**src/rtl/dmem_rmw_ctrl_pkg.sv**
```systemverilog
// Shared types for the data-memory RMW controller: funct3 codes, FSM states,
// lane widths and the request legality rule.
// Imported by the controller top and its lane formatter.
package dmem_rmw_ctrl_pkg;

    localparam int XLEN   = 32;
    localparam int BYTE_W = 8;
    localparam int HALF_W = 16;

    typedef enum logic [2:0] {
        F3_B  = 3'b000,
        F3_H  = 3'b001,
        F3_W  = 3'b010,
        F3_BU = 3'b100,
        F3_HU = 3'b101
    } funct3_e;

    typedef enum logic [1:0] {
        S_IDLE,
        S_LD_WAIT,
        S_ST_MERGE,
        S_RSP
    } state_e;

    // 1 when the request must be rejected: unknown size code, unsigned store,
    // or an address not aligned to the access size.
    function automatic logic req_illegal(input logic       we,
                                         input logic [2:0] f3,
                                         input logic [1:0] lo);
        logic bad;
        bad = 1'b0;
        case (f3)
            F3_B:    bad = 1'b0;
            F3_BU:   bad = we;
            F3_H:    bad = lo[0];
            F3_HU:   bad = we | lo[0];
            F3_W:    bad = (lo != 2'b00);
            default: bad = 1'b1;
        endcase
        return bad;
    endfunction

endpackage

```
**src/rtl/dmem_rmw_ctrl_if.sv**
```systemverilog
// Core-side request/response bundle of the data-memory controller.
// master = MEM stage (drives req_*), slave = controller (drives req_ready, rsp_*).
// req transfers on req_valid & req_ready; rsp_valid is a 1-cycle pulse, never stalled.
interface dmem_rmw_ctrl_if;

    logic        req_valid;
    logic        req_ready;
    logic        req_we;
    logic [2:0]  req_funct3;
    logic [31:0] req_addr;
    logic [31:0] req_wd;
    logic        rsp_valid;
    logic [31:0] rsp_rd;
    logic        rsp_err;

    modport master (
        output req_valid, req_we, req_funct3, req_addr, req_wd,
        input  req_ready, rsp_valid, rsp_rd, rsp_err
    );

    modport slave (
        input  req_valid, req_we, req_funct3, req_addr, req_wd,
        output req_ready, rsp_valid, rsp_rd, rsp_err
    );

endinterface

```
**src/rtl/dmem_rmw_ctrl_lane_fmt.sv**
```systemverilog
// Lane formatter: load extract/extend and sub-word store merge by funct3 + addr[1:0].
// Latency: purely combinational.
// Backpressure: none (no state).
// Ports: i_funct3/i_addr_lo select the lane, i_word is the BRAM word, i_st_dat the
// LSB-aligned store data; o_ld_dat is the extended load, o_st_word the merged word.
module dmem_rmw_ctrl_lane_fmt
    import dmem_rmw_ctrl_pkg::*;
(
    input  logic [2:0]      i_funct3,
    input  logic [1:0]      i_addr_lo,
    input  logic [XLEN-1:0] i_word,
    input  logic [XLEN-1:0] i_st_dat,
    output logic [XLEN-1:0] o_ld_dat,
    output logic [XLEN-1:0] o_st_word
);

    logic [BYTE_W-1:0] w_byte;
    logic [HALF_W-1:0] w_half;

    assign w_byte = i_word[{i_addr_lo, 3'b000} +: BYTE_W];
    assign w_half = i_word[{i_addr_lo[1], 4'b0000} +: HALF_W];

    always_comb begin
        o_ld_dat = '0;
        case (i_funct3)
            F3_B:    o_ld_dat = {{(XLEN-BYTE_W){w_byte[BYTE_W-1]}}, w_byte};
            F3_BU:   o_ld_dat = {{(XLEN-BYTE_W){1'b0}}, w_byte};
            F3_H:    o_ld_dat = {{(XLEN-HALF_W){w_half[HALF_W-1]}}, w_half};
            F3_HU:   o_ld_dat = {{(XLEN-HALF_W){1'b0}}, w_half};
            F3_W:    o_ld_dat = i_word;
            default: o_ld_dat = '0;
        endcase
    end

    // Only the addressed lane is replaced; the rest of the word is what the BRAM holds.
    always_comb begin
        o_st_word = i_word;
        case (i_funct3)
            F3_B:    o_st_word[{i_addr_lo, 3'b000} +: BYTE_W]     = i_st_dat[BYTE_W-1:0];
            F3_H:    o_st_word[{i_addr_lo[1], 4'b0000} +: HALF_W] = i_st_dat[HALF_W-1:0];
            F3_W:    o_st_word = i_st_dat;
            default: o_st_word = i_word;
        endcase
    end

endmodule

```
**src/rtl/dmem_rmw_ctrl.sv**
```systemverilog
// Data-memory controller: RV32I loads/stores onto a word-wide BRAM port, RMW for SB/SH.
// Latency: SW/error rsp at T+1, loads and SB/SH rsp at T+2 (T = accept cycle).
// Backpressure: req_ready only in IDLE, one request in flight; response cannot stall.
// Ports: i_clk, i_rst_n (async active-low), req_if (slave: request/response),
// o_mem_en/we/addr/wd and i_mem_rd to BRAM port 1 (read data one cycle after en).
module dmem_rmw_ctrl
    import dmem_rmw_ctrl_pkg::*;
#(
    parameter int SIZE_BITS = 2048
) (
    input  logic                         i_clk,
    input  logic                         i_rst_n,
    dmem_rmw_ctrl_if.slave               req_if,
    output logic                         o_mem_en,
    output logic                         o_mem_we,
    output logic [$clog2(SIZE_BITS/32-1)-1:0] o_mem_addr,
    output logic [XLEN-1:0]              o_mem_wd,
    input  logic [XLEN-1:0]              i_mem_rd
);

    localparam int ADDRWIDTH = $clog2(SIZE_BITS/32 - 1);

    state_e                 r_state;
    state_e                 w_next;

    logic                   r_we;
    logic [2:0]             r_f3;
    logic [ADDRWIDTH-1:0]   r_idx;
    logic [1:0]             r_lo;
    logic [XLEN-1:0]        r_wd;

    logic                   r_rsp_valid;
    logic [XLEN-1:0]        r_rsp_rd;
    logic                   r_rsp_err;

    logic                   w_accept;
    logic                   w_req_err;
    logic [ADDRWIDTH-1:0]   w_req_idx;
    logic [XLEN-1:0]        w_ld_dat;
    logic [XLEN-1:0]        w_st_word;
    logic                   w_mem_en;
    logic                   w_mem_we;
    logic [ADDRWIDTH-1:0]   w_mem_addr;
    logic [XLEN-1:0]        w_mem_wd;
    logic                   w_unused;

    // Address bits above the BRAM size are dropped, so accesses wrap.
    assign w_req_idx = req_if.req_addr[ADDRWIDTH+1:2];
    assign w_unused  = ^req_if.req_addr[XLEN-1:ADDRWIDTH+2];

    assign w_accept  = req_if.req_valid && (r_state == S_IDLE);
    assign w_req_err = req_illegal(req_if.req_we, req_if.req_funct3, req_if.req_addr[1:0]);

    // Both the load path (LD_WAIT) and the merge path (ST_MERGE) work from latched fields.
    dmem_rmw_ctrl_lane_fmt u_lane_fmt (
        .i_funct3  (r_f3),
        .i_addr_lo (r_lo),
        .i_word    (i_mem_rd),
        .i_st_dat  (r_wd),
        .o_ld_dat  (w_ld_dat),
        .o_st_word (w_st_word)
    );

    always_ff @(posedge i_clk or negedge i_rst_n) begin
        if (!i_rst_n) begin
            r_state <= S_IDLE;
        end else begin
            r_state <= w_next;
        end
    end

    always_comb begin
        w_next     = r_state;
        w_mem_en   = 1'b0;
        w_mem_we   = 1'b0;
        w_mem_addr = r_idx;
        w_mem_wd   = '0;
        case (r_state)
            S_IDLE: begin
                if (req_if.req_valid) begin
                    if (w_req_err) begin
                        w_next = S_RSP;
                    end else begin
                        w_mem_en   = 1'b1;
                        w_mem_addr = w_req_idx;
                        w_mem_wd   = req_if.req_wd;
                        if (!req_if.req_we) begin
                            w_next = S_LD_WAIT;
                        end else if (req_if.req_funct3 == F3_W) begin
                            w_mem_we = 1'b1;
                            w_next   = S_RSP;
                        end else begin
                            // Sub-word store: read the word now, write the merge next cycle.
                            w_next = S_ST_MERGE;
                        end
                    end
                end
            end
            S_LD_WAIT: begin
                w_next = S_IDLE;
            end
            S_ST_MERGE: begin
                w_mem_en = 1'b1;
                w_mem_we = 1'b1;
                w_mem_wd = w_st_word;
                w_next   = S_RSP;
            end
            S_RSP: begin
                w_next = S_IDLE;
            end
            default: begin
                w_next = S_IDLE;
            end
        endcase
    end

    // Gate with reset so an in-flight merge write is dropped the instant reset asserts.
    assign o_mem_en   = w_mem_en & i_rst_n;
    assign o_mem_we   = w_mem_we & i_rst_n;
    assign o_mem_addr = w_mem_addr;
    assign o_mem_wd   = w_mem_wd;

    always_ff @(posedge i_clk or negedge i_rst_n) begin
        if (!i_rst_n) begin
            r_we        <= 1'b0;
            r_f3        <= '0;
            r_idx       <= '0;
            r_lo        <= '0;
            r_wd        <= '0;
            r_rsp_valid <= 1'b0;
            r_rsp_rd    <= '0;
            r_rsp_err   <= 1'b0;
        end else begin
            r_rsp_valid <= 1'b0;
            if (w_accept) begin
                r_we  <= req_if.req_we;
                r_f3  <= req_if.req_funct3;
                r_idx <= w_req_idx;
                r_lo  <= req_if.req_addr[1:0];
                r_wd  <= req_if.req_wd;
                if (w_req_err) begin
                    r_rsp_valid <= 1'b1;
                    r_rsp_err   <= 1'b1;
                    r_rsp_rd    <= '0;
                end else if (req_if.req_we && (req_if.req_funct3 == F3_W)) begin
                    r_rsp_valid <= 1'b1;
                    r_rsp_err   <= 1'b0;
                    r_rsp_rd    <= '0;
                end
            end
            if (r_state == S_LD_WAIT) begin
                r_rsp_valid <= 1'b1;
                r_rsp_err   <= 1'b0;
                r_rsp_rd    <= w_ld_dat;
            end
            if (r_state == S_ST_MERGE) begin
                r_rsp_valid <= 1'b1;
                r_rsp_err   <= 1'b0;
                r_rsp_rd    <= '0;
            end
        end
    end

    assign req_if.req_ready = (r_state == S_IDLE);
    assign req_if.rsp_valid = r_rsp_valid;
    assign req_if.rsp_rd    = r_rsp_rd;
    assign req_if.rsp_err   = r_rsp_err;

endmodule

```
**src/flat_wrapper.sv**
```systemverilog
// flat-port wrapper written by rule: the top's interface ports become plain ports
module dmem_rmw_ctrl_flat import dmem_rmw_ctrl_pkg::*;
#(
    parameter int SIZE_BITS = 2048
)
  (i_clk, i_rst_n, o_mem_en, o_mem_we, o_mem_addr, o_mem_wd, i_mem_rd, req_if_req_valid, req_if_req_we, req_if_req_funct3, req_if_req_addr, req_if_req_wd, req_if_req_ready, req_if_rsp_valid, req_if_rsp_rd, req_if_rsp_err);
  dmem_rmw_ctrl_if req_if_i ();
  input  logic i_clk;
  input  logic i_rst_n;
  output logic o_mem_en;
  output logic o_mem_we;
  output logic [$clog2(SIZE_BITS/32-1)-1:0] o_mem_addr;
  output logic [XLEN-1:0] o_mem_wd;
  input  logic [XLEN-1:0] i_mem_rd;
  input wire logic [$bits(req_if_i.req_valid)-1:0] req_if_req_valid;
  input wire logic [$bits(req_if_i.req_we)-1:0] req_if_req_we;
  input wire logic [$bits(req_if_i.req_funct3)-1:0] req_if_req_funct3;
  input wire logic [$bits(req_if_i.req_addr)-1:0] req_if_req_addr;
  input wire logic [$bits(req_if_i.req_wd)-1:0] req_if_req_wd;
  output wire logic [$bits(req_if_i.req_ready)-1:0] req_if_req_ready;
  output wire logic [$bits(req_if_i.rsp_valid)-1:0] req_if_rsp_valid;
  output wire logic [$bits(req_if_i.rsp_rd)-1:0] req_if_rsp_rd;
  output wire logic [$bits(req_if_i.rsp_err)-1:0] req_if_rsp_err;
  assign req_if_i.req_valid = req_if_req_valid;
  assign req_if_i.req_we = req_if_req_we;
  assign req_if_i.req_funct3 = req_if_req_funct3;
  assign req_if_i.req_addr = req_if_req_addr;
  assign req_if_i.req_wd = req_if_req_wd;
  assign req_if_req_ready = req_if_i.req_ready;
  assign req_if_rsp_valid = req_if_i.rsp_valid;
  assign req_if_rsp_rd = req_if_i.rsp_rd;
  assign req_if_rsp_err = req_if_i.rsp_err;
  dmem_rmw_ctrl #(.SIZE_BITS(SIZE_BITS)) u_core (.i_clk(i_clk), .i_rst_n(i_rst_n), .req_if(req_if_i), .o_mem_en(o_mem_en), .o_mem_we(o_mem_we), .o_mem_addr(o_mem_addr), .o_mem_wd(o_mem_wd), .i_mem_rd(i_mem_rd));
endmodule
```
**config.mk**
```make
export PLATFORM = sky130hd
export DESIGN_NAME = dmem_rmw_ctrl_flat
export DESIGN_NICKNAME = d
export VERILOG_FILES = /design/src/rtl/dmem_rmw_ctrl_pkg.sv /design/src/rtl/dmem_rmw_ctrl_if.sv /design/src/rtl/dmem_rmw_ctrl_lane_fmt.sv /design/src/rtl/dmem_rmw_ctrl.sv /design/src/flat_wrapper.sv
export SDC_FILE = /design/constraint.sdc
export NUM_CORES = 1
export LEC_CHECK = 0
export ABC_CLOCK_PERIOD_IN_PS = 2600
export BUFFER_PORTS_ARGS = -buffer_cell sky130_fd_sc_hd__buf_2
export CAP_MARGIN = 10
export CORE_MARGIN = 2
export CORE_UTILIZATION = 35
export DETAILED_ROUTE_END_ITERATION = 12
export PLACE_DENSITY = 0.56
export SYNTH_ARGS = -nofsm -noshare
export SYNTH_HDL_FRONTEND = slang
export SYNTH_SLANG_ARGS = --single-unit
```
**constraint.sdc**
```tcl
create_clock -name i_clk -period 2.6 [get_ports i_clk]
set_input_delay 0.26 -clock i_clk [delete_from_list [all_inputs] [get_ports i_clk]]
set_output_delay 0.26 -clock i_clk [all_outputs]
set_load 0.02 [all_outputs]
```
# --- Word-level counts from Yosys, hierarchy flattened ---
# Cells that the tools add are included.
word_totals:
  reg_bits: 79
  inputBits: 103
  word_cells: 80
  out_inout_bits: 75
classes:
  shifts: 6
  n_reduce_logical: 10
  mux: 39
  n_addsub: 2
  bitwise_logic: 3
  n_eq_ne: 12
ops:
  columns: ["op", "count"]
  rows:
  - ["$mux W32", 7]
  - ["$pmux W32 S5", 1]
  - ["$pmux W32 S3", 1]
  - ["$bwmux W32", 2]
  - ["$pmux W32 S2", 1]
  - ["$shift A16 B7 Y32 const A", 1]
  - ["$shift A8 B7 Y32 const A", 1]
  - ["$shiftx A16 B7 Y32", 1]
  - ["$shiftx A32 B6 Y16", 1]
  - ["$shiftx A32 B6 Y8", 1]
  - ["$shiftx A8 B7 Y32", 1]
  - ["$mux W6", 3]
  - ["$mux W1", 17]
  - ["$neg A5 Y7", 2]
  - ["$eq A3 B3 Y1 const B", 4]
  - ["$eq A3 B1 Y1 const B", 2]
  - ["$eq A3 B2 Y1 const B", 2]
  - ["$logic_not A3 Y1", 2]
  - ["$mux W2", 3]
  - ["$pmux W2 S3", 1]
  - ["$pmux W1 S5", 1]
  - ["$eq A2 B2 Y1 const B", 2]
  - ["$pmux W1 S2", 2]
  - ["$reduce_bool A4 Y1", 1]
  - ["10 further kinds", 12]

# --- Longest topological paths before layout ---
# Gate-level depths: netlist of run 1.
depth:
  ltp_word: 7
  mapped_depth: 9
  depth_no_buf: 6

# --- Cells and area by module ---
# A second synthesis of run 1 with hierarchy kept.
hier_totals:
  cells_unflattened: 683
  area_unflattened_um2: 5813.1
by_module_without_submodules:
  columns: ["module", "seq_area_each_um2", "area_each_um2", "cells_each", "instances"]
  rows:
  - ["dmem_rmw_ctrl", 1976.9, 3584.7, 342, 1]
  - ["dmem_rmw_ctrl_lane_fmt", 0.0, 2228.4, 341, 1]

# --- Worst setup path after synthesis of run 1 ---
# Ideal clock, no wire load.
synth_timing:
  kind: "reg-to-output"
  startpoint: "reg u_core.r_lo[1]"
  endpoint: "out o_mem_wd[28]"
  stages_incl_launch_ff: 9
  t_required_ns: 2.340
  arrival_time_ns: 2.116
  slack_ns: 0.224
  path_buffers: 2
  path_cell_list: "dfrtp_1 buf_4 inv_1 ha_1 or3b_1 clkbuf_1 o22ai_1 a221oi_1 o22ai_1"
synth_via:
  elab_chain_cells: 5
  elab_cells_between_ends: 10
  cone_classes: "add/sub (2); shift (4); mux (4)"
synth_lines:
  columns: ["item", "line", "text"]
  rows:
  - ["start, declared", "dmem_rmw_ctrl.sv:29", "logic [1:0] r_lo;"]
  - ["start signal, assigned", "dmem_rmw_ctrl.sv:139", "r_lo <= req_if.req_addr[1:0];"]
  - ["$neg A5 Y7 (on tied branches)", "dmem_rmw_ctrl_lane_fmt.sv:40, dmem_rmw_ctrl_lane_fmt.sv:39", null]
  - ["$shiftx A16 B7 Y32, or another cell as far along", "dmem_rmw_ctrl_lane_fmt.sv:40", "F3_H: o_st_word[{i_addr_lo[1], 4'b0000} +: HALF_W] = i_st_dat[HALF_W-1:0];"]
  - ["$bwmux W32 (on tied branches)", "dmem_rmw_ctrl_lane_fmt.sv:40, dmem_rmw_ctrl_lane_fmt.sv:39", null]
  - ["$pmux W32 S3 (*)", "dmem_rmw_ctrl_lane_fmt.sv:38", "case (i_funct3)"]
  - ["$pmux W32 S2 (*)", "dmem_rmw_ctrl.sv:78", "case (r_state)"]
  - ["end, declared", "flat_wrapper.sv:13", "output logic [XLEN-1:0] o_mem_wd;"]
# Mark *: on every way between the ends. The rest lies on a longest branch, timed or not.

# --- Worst setup path in the final report of run 1 ---
layout_timing:
  startpoint: "reg u_core.r_lo[1]"
  endpoint: "out o_mem_wd[8]"
# The elaborated chain is that of the path after synthesis.

==> out/results.md, run 1 <==
## Run status
* finished, final reports clean — run status

## Floorplan
* 35.93% — effective utilization at floorplan
* 126.4 um — die span in x
* 44 — row cnt
* 0.01459 mm^2 — area of the placeable core
* 178 — IO Pins
* 126.4 um — floorplan die height
* 0.01597 mm^2 — Total Die Area

## Drt
* 5.826 — vias per inst
* 5337 — overall via count from detail_route
* 19230 um — aggregate routed wire length
* 0 — count of unresolved DRC violations after routing
* 440 — starting DRC count in detailed routing
* 5 — TritonRoute pass-1 iters
* 0 — number of antenna-violating nets in the routed design
* 20.99 um — WL per Instance

## Synth
* 100.0% — async set or reset register ratio after synthesis
* sky130_fd_sc_hd__dfrtp_1, sky130_fd_sc_hd__nand2_1, sky130_fd_sc_hd__a221o_1, sky130_fd_sc_hd__o2bb2ai_1, sky130_fd_sc_hd__o2bb2ai_2 — leading post-synthesis cells by cell area
* 79 — synthesis-stage register bit count
* compound AO/OA/AOI/OAI gates — combinational family with the most area after synthesis
* sky130_fd_sc_hd__dfrtp_1 — library cell with the largest summed area after synthesis
* 3.795% — proportion of synthesized area in mux cells
* 37.71% — post-synthesis sequential area ratio
* sky130_fd_sc_hd__nand2_1, sky130_fd_sc_hd__dfrtp_1, sky130_fd_sc_hd__o2bb2ai_1, sky130_fd_sc_hd__nor2_1, sky130_fd_sc_hd__a221o_1 — top cells by instance count after synthesis
* 63 — library cells used by synthesis
* 0 — number of synthesized flops with an enable pin
* 0 — Yosys Warn Count
* 695 — syn nets
* 0.005243 mm^2 — Synth Cell Area
* 583 — count of mapped cells out of synthesis
* 37.71% — proportion of netlist area held by the largest area contributor
* sky130_fd_sc_hd__nand2_1 — most frequent cell after synthesis
* 8.992 um^2 — Avg Cell Area, Syn
* 19.40% — Post-Synth Simple-Gate Area
* 0% — xor and xnor fraction of the mapped netlist area
* 2.148% — area share of fa/ha/maj cells after synthesis
* 30.24% — Compound-Gate Fraction of Synth Area
* sky130_fd_sc_hd__dfrtp_1 — most common flop cell mapped by yosys

## Final layout
* 839 — number of nets in the final layout
* 32.79% — fraction of layout instances using a drive strength above 1
* 27.11% — growth of design area from synthesis to finish
* 0.006664 mm^2 — final design instance area without fill
* 0 — antenna diode count
* 1468 — fill count

## Placement
* 153 — total of buffers placed on input and output ports
* 0.8952 — weighted congestion reported at the end of routability-driven placement
* 14230 um — Post-DP HPWL
* 0.2263 ns — pre-CTS WS
* 0.006193 mm^2 — post-detailed-placement cell area

## STA
* 0.7466 ns — measured slew at the worst slew-check pin
* 50.07% — Rel. slew slack
* 0.005710 ns — Fin Clk Skew
* true — setup repair after global routing missed its margin
* 0.1199 ns — Final Hold Slack
* 389.8 MHz — maximum clock frequency
* 2.565 ns — post-layout min period
* 0 ns — setup TNS after final layout
* 0 — final count of pins violating max slew
* 0 — Fin. Hold Viols
* 98.67% — post-route clock period utilization
* 0 — total of endpoints with negative setup slack in the final report
* 0.03456 ns — Final Worst Setup Slack

## Hold path
* req_if_req_addr[6] — hold path startpoint
* in2reg — worst min-delay path class

## Pwr
* 48.01% — switching power share of the total
* 9.149 mW — Final Total Pwr
* 3.192 nW — leakage power summed over all cells
* 60.0% — combinational group share of total power
* 0.0004862 V — largest voltage drop on the vdd net
* 4.392 mW — net switching power of the design
* 24.6% — sequential group share of total power
* 15.5% — share of power burned in the clock network
* 4.757 mW — internal power
* 1373 mW/mm^2 — PwrDens

## Clock tree
* 0.06 ns — clock transition at the registers of the reported paths
* 2 — maximum buffer depth of the clock tree
* 3 — CTS H-tree lvls
* 9 — CTS Buf Count
* done — CTS tree
* 79 — TritonCTS Sinks
* 0.35 ns — Clk Latency, worst-skew pair
* sky130_fd_sc_hd__clkbuf_16 — Clock Root Buffer

## Worst setup path
* sky130_fd_sc_hd__dfrtp_2 — critical-path cell with the highest stage delay
* 8 — highest fanout seen on the critical path
* u_core.r_lo[1] — first element of the critical path
* flip-flop — Startpoint Class
* 2.34 ns — required time of the critical path
* 2.31 ns — data arrival at the endpoint of the critical path
* reg2out — startpoint-to-endpoint class of the critical path
* output port — crit end category
* u_core.r_lo[1] — reg-to-reg startpoint
* 0.45 ns — slowest stage delay, CP
* 0.52 ns — slack of the worst reg-to-reg path
* inv_4, ha_2, nor2b_1, and4_2, a22o_1, a221o_1, buf_2 — crit-path cells

## GRT
* 29280 um — global-route wire length before repair
* 23.59% — aggregate global-route resource usage
* 48 — maximum number of pins on one net before global-route repair
* 5259 — number of global-route vias before repair
* 0 — grt total ovfl
* 0 — initial antenna violation count

## Job
* 0 — max_cap viols

## layout by cell type, fill, tap and decap left out, drive strengths merged, types with 3 or more instances in the layout
master	count
buf	180
a22oi	16
nor3b	3
mux2i	3
nand2b	4
nand3	20
a221oi	14
ha	9
a222oi	7
o2bb2ai	35
and4	7
inv	16
nand2	135
a31oi	3
dfrtp	79
mux2	13
o21ai	32
o21a	7
nor2	24
o22ai	14
a221o	23
and2	7
a21oi	16
nor2b	4
o31ai	5
clkbuf	12
a22o	8
nor3	4
## sequential cells by signal (all words and copies together) (netlist names)
register                 count
u_core.req_if.rsp_rd        32
u_core.req_if.rsp_valid      1
u_core.r_f3                  3
u_core.r_wd                 32
u_core.r_lo                  2
u_core.req_if.rsp_err        1
u_core.r_idx                 6
u_core.r_state               2
## per-layer routing
| metal | track usage [%] | vias up | part of all wire (%) |
|---|---|---|---|
| li1 | - | 2463 | - |
| met3 | 4.808 | 34 | 7.4 |
| met5 | 0 | - | 0 |
| met1 | 32.33 | 2614 | 44 |
| met2 | 36.74 | 226 | 46 |
| met4 | 9.114 | 0 | 3.0 |
## through the flow
step	util (%)	std cells
after floorplan	-	583
after global placement	42.45	895
after detailed placement	42.45	895
after CTS	45.01	912
after global routing	45.68	916
final	45.68	916
## final timing paths
path,to,depth (start not counted)
worst min-delay path,u_core.r_idx[4],3
worst max register to register,u_core.req_if.rsp_rd[29],5
min in group asynchronous,u_core.req_if.rsp_valid,2
worst max-delay path,o_mem_wd[8],7
worst min register to register,u_core.r_idx[5],2
max in group asynchronous,u_core.req_if.rsp_rd[14],3
## area by class of cell
class	count	area, um^2	area share, %
inverters	16	62.56	0.9388
multi-input cells	439	2959	44.40
well taps	184	230.2	3.455
clock inverters	5	80.08	1.202
clock buffers	11	252.7	3.793
repair buffers	182	1099	16.49
flip-flops and latches	79	1981	29.72
## critical path: cells and delay by family (launching register included)
family                   cells  cell delay [ns]
AND/OR/NAND/NOR              2             0.36
adder cells (fa/ha/maj)      1             0.23
flip-flops                   1             0.45
AO/OA/AOI/OAI                2             0.64
buffers and inverters        2             0.29
## kinds of logic (layout without fill, tap and decap cells)
group                    Yosys count  after routing
multiplexers                      17             17
AO/OA/AOI/OAI                    194            194
buffers and inverters             65            214
AND/OR/NAND/NOR                  219            219
adder cells (fa/ha/maj)            9              9
flip-flops                        79             79
## repair_timing
action | in CTS | in global routing
pin swaps | 1 | 3
setup buffers | 0 | 3
hold buffers | 1 | 0
hold endpoints to repair | 32 | 0
gates resized for setup | 8 | 13
setup endpoints to repair | 26 | 26
cloned | 0 | 1
## power groups by stage
stage | registers (mW) | clock network, mW | logic, mW
2_1_floorplan | 2.32 | 0 | 3.58
3_3_place_gp | 2.23 | 0 | 5.21
3_5_place_dp | 2.24 | 0 | 5.26
4_1_cts | 2.23 | 1.44 | 5.34
5_1_grt | 2.31 | 1.50 | 5.94
6_report | 2.25 | 1.41 | 5.49
Note: power is estimated with default switching activity, not from simulation.
==> run 2: changes to the inputs <==
--- a/config.mk
+++ b/config.mk
@@ -5,13 +5,14 @@
 export SDC_FILE = /design/constraint.sdc
 export NUM_CORES = 1
 export LEC_CHECK = 0
+export ABC_AREA = 1
 export ABC_CLOCK_PERIOD_IN_PS = 2600
 export BUFFER_PORTS_ARGS = -buffer_cell sky130_fd_sc_hd__buf_2
 export CAP_MARGIN = 10
 export CORE_MARGIN = 2
 export CORE_UTILIZATION = 35
 export DETAILED_ROUTE_END_ITERATION = 12
-export PLACE_DENSITY = 0.56
+export PLACE_DENSITY = 0.55
 export SYNTH_ARGS = -nofsm -noshare
 export SYNTH_HDL_FRONTEND = slang
 export SYNTH_SLANG_ARGS = --single-unit
==> run 2 against run 1 <==
  * Synthesized cell count rose by 63%
  * Non-clock buffer count fell by 9
  * Design area rose by 6.0%
  * Critical path type unchanged
  * Critical endpoint is now o_mem_wd[0]
  * Largest power group unchanged
==> out/results.md, run 2 <==
## Synth
* 23 — library cells used by synthesis, was 63
* 79 — synthesis-stage register bit count, unchanged
* simple AND/OR/NAND/NOR gates — combinational family with the most area after synthesis, was compound AO/OA/AOI/OAI gates
* 34.29% — proportion of netlist area held by the largest area contributor, was 37.71%
* 1065 — syn nets, was 695
* sky130_fd_sc_hd__dfrtp_1 — library cell with the largest summed area after synthesis, unchanged
* 6.050 um^2 — Avg Cell Area, Syn, was 8.992 um^2
* 0 — number of synthesized flops with an enable pin, unchanged
* 1.953% — area share of fa/ha/maj cells after synthesis, was 2.148%
* 12.70% — Compound-Gate Fraction of Synth Area, was 30.24%
* sky130_fd_sc_hd__dfrtp_1, sky130_fd_sc_hd__nand2_1, sky130_fd_sc_hd__nand3_1, sky130_fd_sc_hd__o21ai_0, sky130_fd_sc_hd__nor2_1 — leading post-synthesis cells by cell area, was sky130_fd_sc_hd__dfrtp_1, sky130_fd_sc_hd__nand2_1, sky130_fd_sc_hd__a221o_1, sky130_fd_sc_hd__o2bb2ai_1, sky130_fd_sc_hd__o2bb2ai_2
* 100.0% — async set or reset register ratio after synthesis, unchanged
* 0% — proportion of synthesized area in mux cells, was 3.795%
* sky130_fd_sc_hd__dfrtp_1 — most common flop cell mapped by yosys, unchanged
* 0.005766 mm^2 — Synth Cell Area, was 0.005243 mm^2
* sky130_fd_sc_hd__nand2_1 — most frequent cell after synthesis, unchanged
* sky130_fd_sc_hd__nand2_1, sky130_fd_sc_hd__nand3_1, sky130_fd_sc_hd__o21ai_0, sky130_fd_sc_hd__nor2_1, sky130_fd_sc_hd__dfrtp_1 — top cells by instance count after synthesis, was sky130_fd_sc_hd__nand2_1, sky130_fd_sc_hd__dfrtp_1, sky130_fd_sc_hd__o2bb2ai_1, sky130_fd_sc_hd__nor2_1, sky130_fd_sc_hd__a221o_1
* 0 — Yosys Warn Count, unchanged
* 0% — xor and xnor fraction of the mapped netlist area, unchanged
* 42.47% — Post-Synth Simple-Gate Area, was 19.40%
* 34.29% — post-synthesis sequential area ratio, was 37.71%
* 953 — count of mapped cells out of synthesis, was 583

## Pwr
* 63.5% — combinational group share of total power, was 60.0%
* 53.33% — switching power share of the total, was 48.01%
* 0.0004260 V — largest voltage drop on the vdd net, was 0.0004862 V
* 13.3% — share of power burned in the clock network, was 15.5%
* 4.867 mW — net switching power of the design, was 4.392 mW
* 4.258 mW — internal power, was 4.757 mW
* 3.916 nW — leakage power summed over all cells, was 3.192 nW
* 23.1% — sequential group share of total power, was 24.6%
* 1292 mW/mm^2 — PwrDens, was 1373 mW/mm^2

## Clock tree
* done — CTS tree, unchanged
* sky130_fd_sc_hd__clkbuf_16 — Clock Root Buffer, unchanged
* 2 — maximum buffer depth of the clock tree, unchanged
* 79 — TritonCTS Sinks, unchanged
* 9 — CTS Buf Count, unchanged
* 0 — number of buffers added for setup after CTS, unchanged
* 3 — CTS H-tree lvls, unchanged
* 0.06 ns — clock transition at the registers of the reported paths, about the same
* 0.35 ns — Clk Latency, worst-skew pair, about the same

## Drt
* 0 — number of antenna-violating nets in the routed design, unchanged
* 6308 — overall via count from detail_route, was 5337
* 984 um — met3 routed wirelength, was 1418 um
* 8661 um — wire length on met2, was 8755 um
* 505 — starting DRC count in detailed routing, was 440
* 5 — TritonRoute pass-1 iters, unchanged
* 9709 um — met1 layer wirelength in the final routing, was 8482 um
* 15.19 um — WL per Instance, was 20.99 um
* 4.823 — vias per inst, was 5.826
* met4 — highest routed metal layer, unchanged
* 19870 um — aggregate routed wire length, was 19230 um
* 0 — count of unresolved DRC violations after routing, unchanged

## GRT
* 6021 — number of global-route vias before repair, was 5259
* 0 — initial antenna violation count, unchanged
* 0 — grt total ovfl, unchanged
* 31830 um — global-route wire length before repair, was 29280 um
* 23.06% — aggregate global-route resource usage, was 23.59%
* 58 — maximum number of pins on one net before global-route repair, was 48

## Worst setup path
* reg2out — startpoint-to-endpoint class of the critical path, unchanged
* output port — crit end category, unchanged
* 12 — highest fanout seen on the critical path, was 8
* 9 — R2R depth, was 5
* 0.77 ns — slack of the worst reg-to-reg path, was 0.52 ns
* 2.14 ns — data arrival at the endpoint of the critical path, was 2.31 ns
* u_core.req_if.rsp_rd[8] — worst reg2reg path endpoint, was u_core.req_if.rsp_rd[29]
* 2.34 ns — required time of the critical path, about the same
* flip-flop — Startpoint Class, unchanged
* u_core.r_lo[1] — reg-to-reg startpoint, unchanged

## STA
* 0.01311 ns — Final Hold Slack, was 0.1199 ns
* false — setup repair after global routing missed its margin, was true
* 0 ns — setup TNS after final layout, unchanged
* 2.404 ns — post-layout min period, was 2.565 ns
* 0.005806 ns — Fin Clk Skew, was 0.005710 ns
* 416.0 MHz — maximum clock frequency, was 389.8 MHz
* 0 — Fin. Hold Viols, unchanged
* 92.44% — post-route clock period utilization, was 98.67%
* 0 — final count of pins violating max slew, unchanged
* 0 — total of endpoints with negative setup slack in the final report, unchanged
* 0.7920 ns — measured slew at the worst slew-check pin, was 0.7466 ns
* 47.14% — Rel. slew slack, was 50.07%

## Final layout
* 22.48% — growth of design area from synthesis to finish, was 27.11%
* 0.007062 mm^2 — final design instance area without fill, was 0.006664 mm^2
* 1825 — fill count, was 1468
* 0.001977 mm^2 — sequential cell area in the final layout, was 0.001981 mm^2
* 44.14% — core utilization of the finished layout, was 45.68%
* sky130_fd_sc_hd__nand2_1 — commonest non-fill, non-tap cell in the layout, was sky130_fd_sc_hd__buf_2
* 1199 — number of nets in the final layout, was 839
* sky130_fd_sc_hd__nand2_1, sky130_fd_sc_hd__buf_2, sky130_fd_sc_hd__nand3_1 — top library cells by usage in the layout, fill and taps aside, was sky130_fd_sc_hd__buf_2, sky130_fd_sc_hd__nand2_1, sky130_fd_sc_hd__dfrtp_1
* 0.003313 mm^2 — total area of multi-input combinational cells, was 0.002959 mm^2
* 18.96% — fraction of layout instances using a drive strength above 1, was 32.79%
* 0 — antenna diode count, unchanged

## Floorplan
* 36.03% — effective utilization at floorplan, was 35.93%
* 0.01600 mm^2 — area of the placeable core, was 0.01459 mm^2
* 178 — IO Pins, unchanged
* 46 — row cnt, was 44
* 132.3 um — die span in x, was 126.4 um
* 132.3 um — floorplan die height, was 126.4 um
* 0.01752 mm^2 — Total Die Area, was 0.01597 mm^2

## Job
* 0 — max_cap viols, unchanged

## Placement
* 0.9451 — weighted congestion reported at the end of routability-driven placement, was 0.8952
* 153 — total of buffers placed on input and output ports, unchanged
* 0.006761 mm^2 — post-detailed-placement cell area, was 0.006193 mm^2
* 15210 um — Post-DP HPWL, was 14230 um

## Run status
* finished, final reports clean — run status, unchanged

## Hold path
* in2async — worst min-delay path class, was in2reg

==> run 2: layer usage <==
metal | track usage (%) | up-vias
li1 | - | 3288
met1 | 33.09 | 2818
met2 | 35.06 | 177
met3 | 3.153 | 25
met4 | 9.020 | 0
met5 | 0 | -
==> run 2: worst max-delay path by stage <==
stage	from	end	slack, ns	cells after the start
final	u_core.r_f3[0]	o_mem_wd[0]	0.20	8
after global routing	u_core.r_lo[1]	o_mem_wd[12]	0.01	10
after floorplan	u_core.r_lo[1]	o_mem_wd[17]	0.32	11
after CTS	u_core.r_state[0]	o_mem_wd[17]	0.01	9
after global placement	u_core.r_state[0]	o_mem_wd[21]	0.42	9
after detailed placement	u_core.r_state[0]	o_mem_wd[17]	0.40	9
==> run 2: cell families after synthesis <==
group,count (synthesis)
AOI/OAI and AO/OA,145
buffers and inverters,123
and+or+nand+nor,597
DFF,79
adders and majority gates,9
==> run 2: final cells by class <==
class	instances	area share, %
inverter	73	3.969
timing repair buffer	173	13.36
clock buffer	13	3.685
multi-input combinational	751	46.92
tap	216	3.827
clock inverter	3	0.2481
sequential	79	27.99
==> run 2: worst max-delay path, cell delays in order (launching register included) <==
cell	delay, ns
sky130_fd_sc_hd__dfrtp_1	0.47
sky130_fd_sc_hd__nor2_1	0.25
sky130_fd_sc_hd__nand2_2	0.25
sky130_fd_sc_hd__nand3_1	0.33
sky130_fd_sc_hd__nand2_1	0.10
sky130_fd_sc_hd__nand2_1	0.08
sky130_fd_sc_hd__nand2_1	0.08
sky130_fd_sc_hd__nand2_1	0.07
sky130_fd_sc_hd__buf_2	0.15
==> run 2: timing repair <==
item / CTS / global route
resized for setup: 0 / 9
endpoints found under the setup margin: 0 / 34
hold buffers: 0 / 0
==> run 2: power groups by stage <==
stage	Sequential [mW]	Clock, mW	Combinational [mW]
floorplan	2.35	0	3.84
global placement	2.12	0	5.76
detailed placement	2.13	0	5.78
CTS	2.11	1.25	5.81
global route	2.19	1.29	6.56
finish	2.11	1.22	5.80
==> run 2: metrics by stage <==
step	std cells	setup slack, ns	total power, mW
6_report	1308	0.1964	9.125
2_1_floorplan	953	0.3218	6.182
5_1_grt	1308	0.01468	10.05
3_3_place_gp	1292	0.4237	7.872
3_5_place_dp	1292	0.3983	7.904
4_1_cts	1308	0.01287	9.163
==> run 3: changes to the inputs <==
--- a/config.mk
+++ b/config.mk
@@ -10,9 +10,9 @@
 export BUFFER_PORTS_ARGS = -buffer_cell sky130_fd_sc_hd__buf_2
 export CAP_MARGIN = 10
 export CORE_MARGIN = 2
-export CORE_UTILIZATION = 35
+export CORE_UTILIZATION = 53
 export DETAILED_ROUTE_END_ITERATION = 12
-export PLACE_DENSITY = 0.55
+export PLACE_DENSITY = 0.79
 export SYNTH_ARGS = -nofsm -noshare
 export SYNTH_HDL_FRONTEND = slang
 export SYNTH_SLANG_ARGS = --single-unit
==> run 3 against run 2 <==
  * Sequential share of layout area rose by 0.63 points
  * Design area fell by 2.2%
  * Final cell count fell by 5.7%
  * Global-route usage rose by 7.8 points
  * Combinational power barely moved
  * Setup slack got worse by 0.10 ns
  * Non-clock buffer count rose by 1
  * Clock skew rose by 0.0046 ns
  * Flip-flop and latch count did not move
  * First-iteration DRC count rose by 37%
  * Critical path depth rose by 1
  * Highest routed layer unchanged
==> out/results.md, run 3 (same netlist as run 2, synthesis figures left out) <==
## Floorplan
* 53.66% — effective utilization at floorplan, was 36.03%
* 38 — row cnt, was 46
* 108.3 um — die span in x, was 132.3 um
* 178 — IO Pins, unchanged
* 108.3 um — floorplan die height, was 132.3 um
* 0.01173 mm^2 — Total Die Area, was 0.01752 mm^2
* 0.01075 mm^2 — area of the placeable core, was 0.01600 mm^2

## Run status
* finished, final reports clean — run status, unchanged

## Worst setup path
* reg2out — startpoint-to-endpoint class of the critical path, unchanged
* 17 — highest fanout seen on the critical path, was 12
* 2.24 ns — data arrival at the endpoint of the critical path, was 2.14 ns
* output port — crit end category, unchanged
* 2.34 ns — required time of the critical path, about the same
* 0.60 ns — slack of the worst reg-to-reg path, was 0.77 ns
* 8 — R2R depth, was 9
* flip-flop — Startpoint Class, unchanged

## GRT
* 90 — maximum number of pins on one net before global-route repair, was 58
* 0 — grt total ovfl, unchanged
* 30.89% — aggregate global-route resource usage, was 23.06%
* 5759 — number of global-route vias before repair, was 6021
* 0 — initial antenna violation count, unchanged
* 28230 um — global-route wire length before repair, was 31830 um

## Placement
* 1217 — dpl cells, was 1292
* 153 — total of buffers placed on input and output ports, unchanged
* 13230 um — Post-DP HPWL, was 15210 um
* 0.9985 — weighted congestion reported at the end of routability-driven placement, was 0.9451
* 0.006661 mm^2 — post-detailed-placement cell area, was 0.006761 mm^2

## Final layout
* 0.006907 mm^2 — final design instance area without fill, was 0.007062 mm^2
* 1094 — fill count, was 1825
* 1200 — number of nets in the final layout, was 1199
* 19.21% — fraction of layout instances using a drive strength above 1, was 18.96%
* sky130_fd_sc_hd__nand2_1, sky130_fd_sc_hd__buf_2, sky130_fd_sc_hd__nand3_1 — top library cells by usage in the layout, fill and taps aside, unchanged
* sky130_fd_sc_hd__nand2_1 — commonest non-fill, non-tap cell in the layout, unchanged
* 64.28% — core utilization of the finished layout, was 44.14%
* 1233 — non-filler instance count after layout, was 1308
* 19.79% — growth of design area from synthesis to finish, was 22.48%
* 0 — antenna diode count, unchanged

## STA
* 0 — final count of pins violating max slew, unchanged
* 399.5 MHz — maximum clock frequency, was 416.0 MHz
* 0 ns — setup TNS after final layout, unchanged
* 55.29% — Rel. slew slack, was 47.14%
* 0.01044 ns — Fin Clk Skew, was 0.005806 ns
* 0.6706 ns — measured slew at the worst slew-check pin, was 0.7920 ns
* 2.503 ns — post-layout min period, was 2.404 ns
* 96.29% — post-route clock period utilization, was 92.44%
* 0 — total of endpoints with negative setup slack in the final report, unchanged
* 0 — Fin. Hold Viols, unchanged
* false — setup repair after global routing missed its margin, unchanged

## Drt
* 17810 um — aggregate routed wire length, was 19870 um
* 6587 — overall via count from detail_route, was 6308
* 0 — count of unresolved DRC violations after routing, unchanged
* 14.45 um — WL per Instance, was 15.19 um
* 5.342 — vias per inst, was 4.823
* 6 — TritonRoute pass-1 iters, was 5
* 0 — number of antenna-violating nets in the routed design, unchanged
* 693 — starting DRC count in detailed routing, was 505

## Clock tree
* 2 — maximum buffer depth of the clock tree, unchanged
* 0.36 ns — Clk Latency, worst-skew pair, was 0.35 ns
* 9 — CTS Buf Count, unchanged
* 0 — number of buffers added for setup after CTS, unchanged
* 0 — CTS hold repair buffers, unchanged
* 3 — CTS H-tree lvls, unchanged
* sky130_fd_sc_hd__clkbuf_8 — Clock Root Buffer, was sky130_fd_sc_hd__clkbuf_16
* 0.08 ns — clock transition at the registers of the reported paths, was 0.06 ns
* 79 — TritonCTS Sinks, unchanged
* done — CTS tree, unchanged

## Job
* 0 — max_cap viols, unchanged

## Pwr
* 0.0006328 V — largest voltage drop on the vdd net, was 0.0004260 V
* 1293 mW/mm^2 — PwrDens, was 1292 mW/mm^2
* 3.892 nW — leakage power summed over all cells, was 3.916 nW

## Hold path
* in2async — worst min-delay path class, unchanged

[run 3: cell types whose count changed in the layout (fill, tap and decap cells not counted), moves of 2 or more]
| cell | delta |
|---|---|
| sky130_fd_sc_hd__o21ai_0 | -4 |
| sky130_fd_sc_hd__buf_6 | +2 |
| sky130_fd_sc_hd__clkbuf_8 | +7 |
| sky130_fd_sc_hd__inv_2 | +2 |
| sky130_fd_sc_hd__clkbuf_16 | -9 |
| sky130_fd_sc_hd__bufinv_16 | +2 |
| sky130_fd_sc_hd__o21ai_1 | +4 |
[run 3: through the flow]
| stage | total power, mW | setup slack [ns] | hold slack, ns |
|---|---|---|---|
| floorplan | 6.182 | 0.3218 | -0.03559 |
| global placement | 7.689 | 0.3934 | 0.4102 |
| detailed placement | 7.775 | 0.3830 | 0.4020 |
| CTS | 8.812 | 0.06515 | 0.01300 |
| global route | 9.693 | 0.0001983 | 0.02852 |
| finish | 8.927 | 0.09657 | 0.005881 |
[run 3: metal layers]
layer	share of wire, %	vias to the layer above	track usage, %	routed length (um)
li1	-	3286	-	-
met1	45	2949	44.23	8044
met2	44	311	47.48	7777
met3	8.5	41	4.943	1513
met4	2.7	0	10.90	478
met5	0	-	0	0
[run 3: timing repair]
| item | CTS | global route |
|---|---|---|
| hold endpoints to repair | 0 | 0 |
| gates resized for setup | 1 | 14 |
| pin swaps | 0 | 1 |
| endpoints found under the setup margin | 1 | 31 |
[run 3: where the power goes]
| part | switching (mW) | total (mW) | internal [mW] |
|---|---|---|---|
| registers | 0.337 | 2.12 | 1.78 |
| clock network | 0.481 | 1.02 | 0.544 |
| logic | 4.02 | 5.78 | 1.77 |
| total | 4.83 | 8.93 | 4.09 |
[run 3: layout make-up]
| type | count | area [um^2] | share of cell area (%) |
|---|---|---|---|
| clock buffers | 11 | 131.4 | 1.902 |
| clock inverters | 5 | 81.33 | 1.178 |
| multi-input cells | 751 | 3318 | 48.04 |
| flip-flops and latches | 79 | 1977 | 28.62 |
| well taps | 140 | 175.2 | 2.536 |
| inverters | 73 | 277.8 | 4.022 |
| repair buffers | 174 | 945.9 | 13.70 |
[run 3: worst paths after layout]
kind                                           from                       end
setup / recovery                     u_core.r_f3[1]              o_mem_wd[31]
hold / removal                              i_rst_n           u_core.r_wd[18]
setup reg to reg                  u_core.r_state[0]  u_core.req_if.rsp_rd[28]
hold reg to reg            u_core.req_if.rsp_rd[29]  u_core.req_if.rsp_rd[29]
max in group asynchronous                   i_rst_n  u_core.req_if.rsp_rd[17]
min in group i_clk                req_if_req_wd[19]           u_core.r_wd[19]
[run 3: critical path: stages, from the launching register on]
cell and delay, ns:
sky130_fd_sc_hd__dfrtp_1 0.54, sky130_fd_sc_hd__buf_4 0.25, sky130_fd_sc_hd__nor2_8 0.21, sky130_fd_sc_hd__nand2_4 0.22
sky130_fd_sc_hd__nor2_1 0.25, sky130_fd_sc_hd__nor2_1 0.07, sky130_fd_sc_hd__nand3_1 0.08, sky130_fd_sc_hd__nand2_1 0.06
sky130_fd_sc_hd__nand2_1 0.05, sky130_fd_sc_hd__buf_2 0.15
